### src/rtl/onehot_read_arbiter_pkg.sv
`default_nettype none
// ============================================================================
//  Module   : onehot_read_pkg
//  Purpose  : Shared types, defaults and helpers for onehot_read_arbiter.
//             - state_e     : controller state (bank empty / bank ready)
//             - onehot_dec  : address -> one-hot entry select, zero when the
//                             address is outside the bank
//  Macros   : none
//  Revision : 1.0  initial release
// ============================================================================
package onehot_read_pkg;

  typedef enum logic [0:0] {
    ST_EMPTY = 1'b0,
    ST_READY = 1'b1
  } state_e;

  localparam int DEF_NUM_REQ     = 2;
  localparam int DEF_NUM_ENTRIES = 2;
  localparam int DEF_DATA_W      = 1;

  // Upper bound on bank depth handled by onehot_dec; callers cast the
  // result down to their own NUM_ENTRIES width.
  localparam int MAX_ENTRIES = 256;

  function automatic logic [MAX_ENTRIES-1:0] onehot_dec(input logic [31:0] addr,
                                                        input int unsigned n);
    logic [MAX_ENTRIES-1:0] sel;
    sel = '0;
    if ((addr < n) && (addr < 32'(MAX_ENTRIES))) begin
      sel[addr[7:0]] = 1'b1;
    end
    return sel;
  endfunction

endpackage : onehot_read_pkg
`default_nettype wire

### src/rtl/onehot_read_arbiter_if.sv
`default_nettype none
// ============================================================================
//  Module   : onehot_read_arbiter_if
//  Purpose  : Bus bundle between the requesters/loader and the arbiter.
//  Signals  : load, load_data  - bulk bank load strobe and contents
//             req, addr        - per-requester read request and address
//             gnt              - one-hot grant (same cycle as request)
//             rvalid, rdata    - one-hot read valid and read data (t+1)
//             ready            - bank loaded and arbitration active
//  Modports : master (requester side), slave (arbiter side)
//  Macros   : none
//  Revision : 1.0  initial release
// ============================================================================
interface onehot_read_arbiter_if #(
  parameter int NUM_REQ     = 2,
  parameter int NUM_ENTRIES = 2,
  parameter int DATA_W      = 1
);
  localparam int AW = (NUM_ENTRIES > 2) ? $clog2(NUM_ENTRIES) : 1;

  logic                          load;
  logic [NUM_ENTRIES*DATA_W-1:0] load_data;
  logic [NUM_REQ-1:0]            req;
  logic [NUM_REQ*AW-1:0]         addr;
  logic [NUM_REQ-1:0]            gnt;
  logic [NUM_REQ-1:0]            rvalid;
  logic [DATA_W-1:0]             rdata;
  logic                          ready;

  modport master (
    output load, load_data, req, addr,
    input  gnt, rvalid, rdata, ready
  );

  modport slave (
    input  load, load_data, req, addr,
    output gnt, rvalid, rdata, ready
  );

endinterface : onehot_read_arbiter_if
`default_nettype wire

### src/rtl/onehot_read_arbiter_rr_arbiter.sv
`default_nettype none
// ============================================================================
//  Module   : rr_arbiter
//  Purpose  : Combinational round-robin pick. Scans req starting at ptr,
//             wrapping, and reports the first set bit as a one-hot grant
//             plus its index. All-zero grant when disabled or idle.
//  Ports    : req    in  NUM_REQ  request vector
//             ptr    in  IW       scan start index (register lives in parent)
//             enable in  1        arbitration allowed this cycle
//             gnt    out NUM_REQ  one-hot grant
//             idx    out IW       winner index (0 when no grant)
//  Macros   : none
//  Revision : 1.0  initial release
// ============================================================================
module rr_arbiter #(
  parameter int NUM_REQ = 2,
  localparam int IW     = (NUM_REQ > 2) ? $clog2(NUM_REQ) : 1
) (
  input  logic [NUM_REQ-1:0] req,
  input  logic [IW-1:0]      ptr,
  input  logic               enable,
  output logic [NUM_REQ-1:0] gnt,
  output logic [IW-1:0]      idx
);

  logic          w_found;
  logic [IW-1:0] w_cand;

  always_comb begin
    gnt     = '0;
    idx     = '0;
    w_found = 1'b0;
    w_cand  = '0;
    if (enable) begin
      for (int i = 0; i < NUM_REQ; i++) begin
        w_cand = IW'((32'(ptr) + 32'(i)) % 32'(NUM_REQ));
        if (!w_found && req[w_cand]) begin
          gnt[w_cand] = 1'b1;
          idx         = w_cand;
          w_found     = 1'b1;
        end
      end
    end
  end

endmodule : rr_arbiter
`default_nettype wire

### src/rtl/onehot_read_arbiter.sv
`default_nettype none
// ============================================================================
//  Module   : onehot_read_arbiter
//  Purpose  : Shares one read port of a small register bank between NUM_REQ
//             requesters with round-robin arbitration. The read port is a
//             registered one-hot select driving an AND-OR mux, so no two
//             entries are ever combined. Nothing is served before the first
//             bulk load.
//  Ports    : clk_i   in  1  clock, rising edge
//             rst_ni  in  1  synchronous active-low reset
//             bus     slave modport of onehot_read_arbiter_if
//  Macros   : ONEHOT_READ_SELECT_CLEAR_EN - when defined, the entry select
//             is cleared in every cycle without a grant, so rdata reads 0
//             whenever rvalid is low. Otherwise the last select is held.
//  Revision : 1.0  initial release
// ============================================================================
module onehot_read_arbiter
  import onehot_read_pkg::*;
#(
  parameter int NUM_REQ     = DEF_NUM_REQ,
  parameter int NUM_ENTRIES = DEF_NUM_ENTRIES,
  parameter int DATA_W      = DEF_DATA_W
) (
  input  logic                  clk_i,
  input  logic                  rst_ni,
  onehot_read_arbiter_if.slave  bus
);

  localparam int AW = (NUM_ENTRIES > 2) ? $clog2(NUM_ENTRIES) : 1;
  localparam int IW = (NUM_REQ > 2) ? $clog2(NUM_REQ) : 1;

  localparam logic [0:0] S_EMPTY = ST_EMPTY;
  localparam logic [0:0] S_READY = ST_READY;

  logic [0:0]                    r_state;
  logic [NUM_ENTRIES*DATA_W-1:0] r_bank;
  logic [NUM_ENTRIES-1:0]        r_oh_sel;
  logic [IW-1:0]                 r_rr_ptr;
  logic [NUM_REQ-1:0]            r_rvalid;

  logic                   w_arb_en;
  logic [NUM_REQ-1:0]     w_gnt;
  logic [IW-1:0]          w_win;
  logic                   w_grant;
  logic [AW-1:0]          w_addr_k;
  logic [NUM_ENTRIES-1:0] w_sel_next;
  logic [NUM_ENTRIES-1:0] w_sel_idle;
  logic [IW-1:0]          w_ptr_next;
  logic [DATA_W-1:0]      w_rdata;

  // A load in READY takes the cycle: no grant, bank is rewritten instead.
  assign w_arb_en = (r_state == S_READY) & ~bus.load;

  rr_arbiter #(
    .NUM_REQ (NUM_REQ)
  ) u_rr_arbiter (
    .req    (bus.req),
    .ptr    (r_rr_ptr),
    .enable (w_arb_en),
    .gnt    (w_gnt),
    .idx    (w_win)
  );

  assign w_grant    = |w_gnt;
  assign w_addr_k   = bus.addr[w_win*AW +: AW];
  assign w_sel_next = NUM_ENTRIES'(onehot_dec(32'(w_addr_k), NUM_ENTRIES));
  assign w_ptr_next = (w_win == IW'(NUM_REQ - 1)) ? '0 : w_win + 1'b1;

`ifdef ONEHOT_READ_SELECT_CLEAR_EN
  assign w_sel_idle = '0;
`else
  assign w_sel_idle = r_oh_sel;
`endif

  always_ff @(posedge clk_i) begin
    if (!rst_ni) begin
      r_state  <= S_EMPTY;
      r_bank   <= '0;
      r_oh_sel <= '0;
      r_rr_ptr <= '0;
      r_rvalid <= '0;
    end else begin
      r_rvalid <= w_gnt;
      r_oh_sel <= w_grant ? w_sel_next : w_sel_idle;
      if (w_grant) begin
        r_rr_ptr <= w_ptr_next;
      end
      if (bus.load) begin
        r_bank  <= bus.load_data;
        r_state <= S_READY;
      end
    end
  end

  // AND-OR mux; r_oh_sel is one-hot or zero, so at most one entry passes.
  always_comb begin
    w_rdata = '0;
    for (int e = 0; e < NUM_ENTRIES; e++) begin
      w_rdata = w_rdata | (r_bank[e*DATA_W +: DATA_W] & {DATA_W{r_oh_sel[e]}});
    end
  end

  assign bus.gnt    = w_gnt;
  assign bus.rvalid = r_rvalid;
  assign bus.rdata  = w_rdata;
  assign bus.ready  = (r_state == S_READY) & ~bus.load;

endmodule : onehot_read_arbiter
`default_nettype wire

### src/flat_wrapper.sv
// flat-port wrapper written by rule: the top's interface ports become plain ports
module onehot_read_arbiter_flat import onehot_read_pkg::*;
#(
  parameter int NUM_REQ     = DEF_NUM_REQ,
  parameter int NUM_ENTRIES = DEF_NUM_ENTRIES,
  parameter int DATA_W      = DEF_DATA_W
)
  (clk_i, rst_ni, bus_load, bus_load_data, bus_req, bus_addr, bus_gnt, bus_rvalid, bus_rdata, bus_ready);
  onehot_read_arbiter_if #(.NUM_REQ(NUM_REQ), .NUM_ENTRIES(NUM_ENTRIES), .DATA_W(DATA_W)) bus_i ();
  input  logic clk_i;
  input  logic rst_ni;
  input wire logic [$bits(bus_i.load)-1:0] bus_load;
  input wire logic [$bits(bus_i.load_data)-1:0] bus_load_data;
  input wire logic [$bits(bus_i.req)-1:0] bus_req;
  input wire logic [$bits(bus_i.addr)-1:0] bus_addr;
  output wire logic [$bits(bus_i.gnt)-1:0] bus_gnt;
  output wire logic [$bits(bus_i.rvalid)-1:0] bus_rvalid;
  output wire logic [$bits(bus_i.rdata)-1:0] bus_rdata;
  output wire logic [$bits(bus_i.ready)-1:0] bus_ready;
  assign bus_i.load = bus_load;
  assign bus_i.load_data = bus_load_data;
  assign bus_i.req = bus_req;
  assign bus_i.addr = bus_addr;
  assign bus_gnt = bus_i.gnt;
  assign bus_rvalid = bus_i.rvalid;
  assign bus_rdata = bus_i.rdata;
  assign bus_ready = bus_i.ready;
  onehot_read_arbiter #(.NUM_REQ(NUM_REQ), .NUM_ENTRIES(NUM_ENTRIES), .DATA_W(DATA_W)) u_core (.clk_i(clk_i), .rst_ni(rst_ni), .bus(bus_i));
endmodule
### config.mk
export PLATFORM = sky130hd
export DESIGN_NAME = onehot_read_arbiter_flat
export DESIGN_NICKNAME = d
export VERILOG_FILES = /design/src/rtl/onehot_read_arbiter_pkg.sv /design/src/rtl/onehot_read_arbiter_if.sv /design/src/rtl/onehot_read_arbiter_rr_arbiter.sv /design/src/rtl/onehot_read_arbiter.sv /design/src/flat_wrapper.sv
export SDC_FILE = /design/constraint.sdc
export NUM_CORES = 1
export LEC_CHECK = 0
export BUFFER_PORTS_ARGS = -buffer_cell sky130_fd_sc_hd__clkbuf_2
export CAP_MARGIN = 10
export CORE_AREA = 10 10 47 49
export CTS_CLUSTER_SIZE = 14
export DETAILED_ROUTE_END_ITERATION = 12
export DIE_AREA = 0 0 57 59
export GPL_TIMING_DRIVEN = 0
export PLACE_DENSITY = 0.45
export SYNTH_ARGS = -nofsm -noshare
export SYNTH_HDL_FRONTEND = slang
export SYNTH_HIERARCHICAL = 1
export SYNTH_SLANG_ARGS = --single-unit
### constraint.sdc
create_clock -name clk_i -period 1.6 [get_ports clk_i]
set_input_delay 0.32 -clock clk_i [delete_from_list [all_inputs] [get_ports clk_i]]
set_output_delay 0.32 -clock clk_i [all_outputs]
set_load 0.05 [all_outputs]
# After elaboration in Yosys (flattened, before gate mapping)
# Cells that the tools add are included.
# word_totals
out_inout_bits	6
elab_cells	46
latchBits	0
mem_count	0
regBits	8
romBits	0
input_bits	9
ram_bits	0
# classes
addsub	2
n_mul	0
magnitude_cmp	6
bitwise	6
n_div	0
reduce_logical	6
eq_ne	0
shifts	1
muxes	20
# op_table
operator	n
1-bit 2-to-1 mux	13
1-bit by 9-bit < comparator with 1-bit output, second input constant	1
2-bit 2-to-1 mux	4
1-bit logical AND	4
1-bit by 2-bit < comparator with 1-bit output, second input constant	2
1-bit AND	3
1-bit demux with 1-bit select	3
1-bit greater-or-equal comparator, second input constant	3
1-bit adder, second input constant	2
2-bit bitwise OR	1
2-bit OR reduction	1
2-bit by 2-bit variable part select with 1-bit output	1
1-bit logical NOT	1
1-bit inverter	1
1-bit bitwise OR	1

# Logic depth before layout (Yosys ltp)
# depth
word_depth	13
depth_mapped	5
depth_no_buf	5

# Hierarchy
# The synthesis kept the hierarchy.
# by_module_without_submodules
mod	instances	area_per_inst_um2	seq_area_each_um2	cells_per_inst
onehot_read_arbiter	1	299.0	160.2	27
rr_arbiter	1	26.3	0.0	6

# Worst setup path after synthesis
# OpenSTA, ideal clock, no wires.
# synth_timing
path_kind	register to register
from	reg u_core.r_state
to	reg u_core.r_rr_ptr
period_less_slack_ps	2652
setup_slack_ps	-1052
path_stages_with_launch	6
n_path_buf	0
arrival_time_ps	2536
setup_ps	116
required_ps	1484
cell_sequence	dfxtp_1 -> nor2b_1 -> nand2_1 -> a21oi_1 -> o21ai_0 -> o211a_1
# synth_via
elab_cells_between_ends	6
cone_classes	add/sub: 1; mux: 3; bitwise: 1; reduce/logical: 1
# synth_lines
item	line_no	rtl
start, declared	onehot_read_arbiter.sv:35	logic [0:0] r_state;
start signal, assigned	onehot_read_arbiter.sv:77	r_state <= S_EMPTY;
start signal, assigned	onehot_read_arbiter.sv:90	r_state <= S_READY;
1-bit AND	n/a	
via bus_ready	flat_wrapper.sv:19	output wire logic [$bits(bus_i.ready)-1:0] bus_ready;
2-bit 2-to-1 mux	onehot_read_arbiter_rr_arbiter.sv:34	if (enable) begin
via bus_gnt[0]	flat_wrapper.sv:16	output wire logic [$bits(bus_i.gnt)-1:0] bus_gnt;
2-bit OR reduction	onehot_read_arbiter.sv:64	assign w_grant = |w_gnt;
end signal, assigned	onehot_read_arbiter.sv:86	r_rr_ptr <= w_ptr_next;
end, declared	onehot_read_arbiter.sv:38	logic [IW-1:0] r_rr_ptr;
# The timed path passes the listed nets, and every way through them passes these cells.
# A chain may end at the register's enable or synchronous reset.

# Final worst setup path
# layout_timing
from	reg u_core.r_state
to	out bus_gnt[0]
# layout_via
elab_chain_len	2
# layout_rtl
item	line_no	rtl
1-bit AND	onehot_read_arbiter.sv:52	assign w_arb_en = (r_state == S_READY) & ~bus.load;
2-bit 2-to-1 mux	onehot_read_arbiter_rr_arbiter.sv:34	
end, declared	flat_wrapper.sv:16	
# No other way between the ends.

==> results.md <==
Power:
- Net switching is 25.61% of the power.
- The peak supply drop is 0.3721 mV.
- The static leakage is 0.0002268 uW.
- The combinational share of power is 16.5%.
- Of the total power, the clock network draws 34.4%.
- In this run, flip-flops and latches consume 49.1% of the power.
- The internal portion of the total power is 326.6 uW.
- The power density over the cells is 881.6 nW/um2.
- Summed over all nets, the switching power comes to 112.4 uW.

Yosys:
- By count the netlist is led by dfxtp_1 (8), a21oi_1 (3), nand2_1 (3), nor2b_1 (3).
- In the post-synthesis netlist, the cell with the most instances is dfxtp_1.
- The mean instance size in the synthesized netlist is 9.858 um2.
- The adder and majority gate portion of the synthesized area is 0%.
- The sequential-to-total area share from yosys stat is 49.23%.
- The number of distinct library cells after synthesis is 16.
- The cell type contributing the most total cell area after synthesis is dfxtp_1.
- Summed over its instances, the top area cell type makes up 49.23% of the synthesized netlist area.
- The share of async-settable or async-resettable flops after synthesis is 0%.
- When the netlist entered floorplanning its net count stood at 42.
- Sorting the synthesized cells by area gives the leading types as dfxtp_1 (49%), mux2i_1 (6.2%), nor2b_1 (5.8%), a21oi_1 (4.6%), mux2_4 (4.6%).
- By area, the combinational part of the netlist is dominated by compound AO/OA/AOI/OAI gates.
- Among all flip-flop cells after synthesis, the most frequent one is dfxtp_1.
- The number of flops mapped to enable cells by yosys is 0.
- The cell area after technology mapping is 325.3 um2.
- The XOR/XNOR share of the synthesized area is 0%.
- The count of mapped cells out of synthesis is 33.
- The fraction of the mapped netlist area in compound gates is 22.69%.
- The post-synthesis mux area share is 10.77%.
- The number of warnings issued by yosys is 6.
- The post-synthesis simple-gate area fraction is 16.15%.
- The post-synthesis sequential element count is 8.

Cells and area:
- The number of antenna cells inserted is 0.
- In the final layout, the share of cells above drive strength 1 is 45.10%.
- The layout filler cell count is 165.
- The final instance area is 498.0 um2.
- The net count of the finished layout is 62.
- The area growth from synthesis to layout is 53.08%.
- The final cell utilization of the core is 35.54%.

Clocking:
- After clock tree synthesis, the clock-pin slew on the worst setup and hold paths is 0.05 ns.
- TritonCTS built the clock tree.
- After clock tree synthesis, the flow added hold-fix buffers numbering 0.
- Buffers inserted during clock tree synthesis total 3.
- Clock tree synthesis found a total of 8 sinks.
- The maximum buffer depth of the clock tree is 2.
- The clock root buffer is clkbuf_4.
- In this run the number of H-tree levels came out at 1.
- For the worst-skew pair, the clock arrives at the later sink with an insertion delay of 0.25 ns.

Timing:
- On the final layout, the worst clock skew is 0.001678 ns.
- Setup violations remaining at the end of the flow were counted as 0.
- The number of max-slew violations in the final report is 0.
- The number of failing hold endpoints at the final stage is 0.
- Setup slack closes at 0.05704 ns.
- Static timing analysis puts the maximum clock frequency at 648.1 MHz.
- For the pin with the worst max-slew slack, the measured transition is 0.2815 ns.
- The clock period could shrink to 1.543 ns.
- Setup repair after global routing could not meet its margin everywhere.
- Measured against its own limit, the worst slew margin works out to 81.31%.
- The share of the clock period used by the worst path after layout is 96.44%.

Global routing:
- The number of antenna violations at the first check in global routing is 0.
- The residual overflow from global routing is 0.
- Across every metal layer, demand over resource in global routing totals 5.332%.
- The maximum number of pins on one net before global-route repair is 10.
- The first global-routing pass estimated 1.345 mm of wire.
- The via count of the first global-routing pass was 342.

Floorplan:
- The die area is 3363 um2.
- The horizontal extent of the die is 57 um.
- The initial standard-cell utilization of the core is 23.21%.
- The cell row count is 14.
- The region available for standard cell placement spans 1401 um2.
- 15 I/O pins were placed.
- From bottom edge to top edge, the die measures 59 um.

Job:
- Across the run, the number of max-cap violations was 0.

Worst setup path:
- The data arrival at the endpoint of the critical path is 1.22 ns.
- The nature of the critical path endpoint is an output pin.
- The worst setup path is of the reg2out kind.
- The highest fanout seen on the critical path is 7.
- STA classifies the critical path startpoint as a register.
- The data required time of the worst path is 1.28 ns.

Drt:
- For this run, the detailed router's first-pass iteration total came to 1.
- The final antenna-violating net count is 0.
- The total DRC errors in the routed layout is 0.
- Dividing the detail-routed wire length by the instance count gives 11.61 um.
- The iteration-0 DRC count of the detailed router is 0.
- Across all layers, the routed design uses 295 vias.
- After detailed routing, the number of vias per cell comes to 4.403.
- The final routed wirelength across all metal layers is 778 um.

Place:
- The post-place setup slack is 0.02346 ns.
- Routability-driven placement finished with a final weighted congestion of 0.6705.
- Summed over all nets, the half-perimeter wirelength after detailed placement is 636.9 um.
- The quantity of I/O buffers inserted on ports is 14.
- The total cell area at the placement stage is 449.2 um2.

Worst hold path:
- The worst hold-check path type is in2reg.

Status:
- The run finished with clean final reports.
-- cell families after synthesis --
family          after synthesis
compound gates               11
flops                         8
simple gates                 10
buf+inv                       1
mux                           3
-- metrics by stage --
stage               setup TNS [ns]  hold WS (ns)  cells  power [uW]
finish                           0        0.3305     67       439.0
global placement                 0        0.4385     63       289.2
detailed placement               0        0.4461     63       289.2
CTS                              0        0.3209     67       450.0
floorplan                        0        0.4284     33       263.8
global route              -0.06490        0.3406     67       476.9
-- flip-flops by register name, indices dropped and copies added, names as in the netlist --
| register | flops |
|---|---|
| u_core/bus.rvalid | 2 |
| u_core/r_bank | 2 |
| u_core/r_oh_sel | 2 |
| u_core/r_rr_ptr | 1 |
| u_core/r_state | 1 |
-- cell type report --
class	count	area [um2]	area share, %
flip-flops and latches	8	160.2	32.16
multi-input cells	24	195.2	39.20
inverters	1	3.754	0.7538
repair buffers	15	96.34	19.35
well taps	16	20.02	4.020
clock buffers	3	22.52	4.523
-- repair_timing --
item	CTS	global route
gates resized for setup	4	1
gates cloned	0	0
endpoints found under the hold margin	0	0
setup endpoints to repair	2	2
setup buffers	1	0
-- critical path, cell delays in order (launching register included) --
cell	delay, ns
dfxtp_1	0.32
nor2b_4	0.17
nand2_1	0.09
a21oi_4	0.21
buf_8	0.18
-- path summary, 6_finish.rpt --
check                         from                  to  slack, ns  cells past startpoint
setup reg to reg    u_core/r_state  u_core/r_oh_sel[1]       0.22                      5
setup / recovery    u_core/r_state          bus_gnt[0]       0.06                      4
hold / removal    bus_load_data[0]    u_core/r_bank[0]       0.33                      3
hold reg to reg     u_core/r_state      u_core/r_state       0.45                      1
-- cells in the final DEF (no fill, tap or decap), types with 2 or more instances in the layout --
cell type / count
a21oi_4: 2
and2_1: 2
clkbuf_2: 12
clkbuf_4: 3
dfxtp_1: 8
mux2i_1: 2
nand2_1: 3
nor2b_1: 2
o21a_1: 2
o21ai_0: 2
-- metal layers --
| metal | GRT usage [%] | wire length, um |
|---|---|---|
| met2 | 7.442 | 323 |
| met5 | 0 | 0 |
| met1 | 4.551 | 347 |
| met4 | 3.020 | 0 |
| met3 | 6.009 | 107 |
-- power groups by stage --
| stage | Combinational (uW) | Sequential, uW | Clock, uW |
|---|---|---|---|
| after global routing | 78.3 | 217 | 182 |
| after detailed placement | 69.3 | 220 | 0 |
| after CTS | 73.0 | 216 | 162 |
| final | 72.5 | 216 | 151 |
| after global placement | 69.2 | 220 | 0 |
| after floorplan | 41.8 | 222 | 0 |
Power figures use the tool's default switching activity.
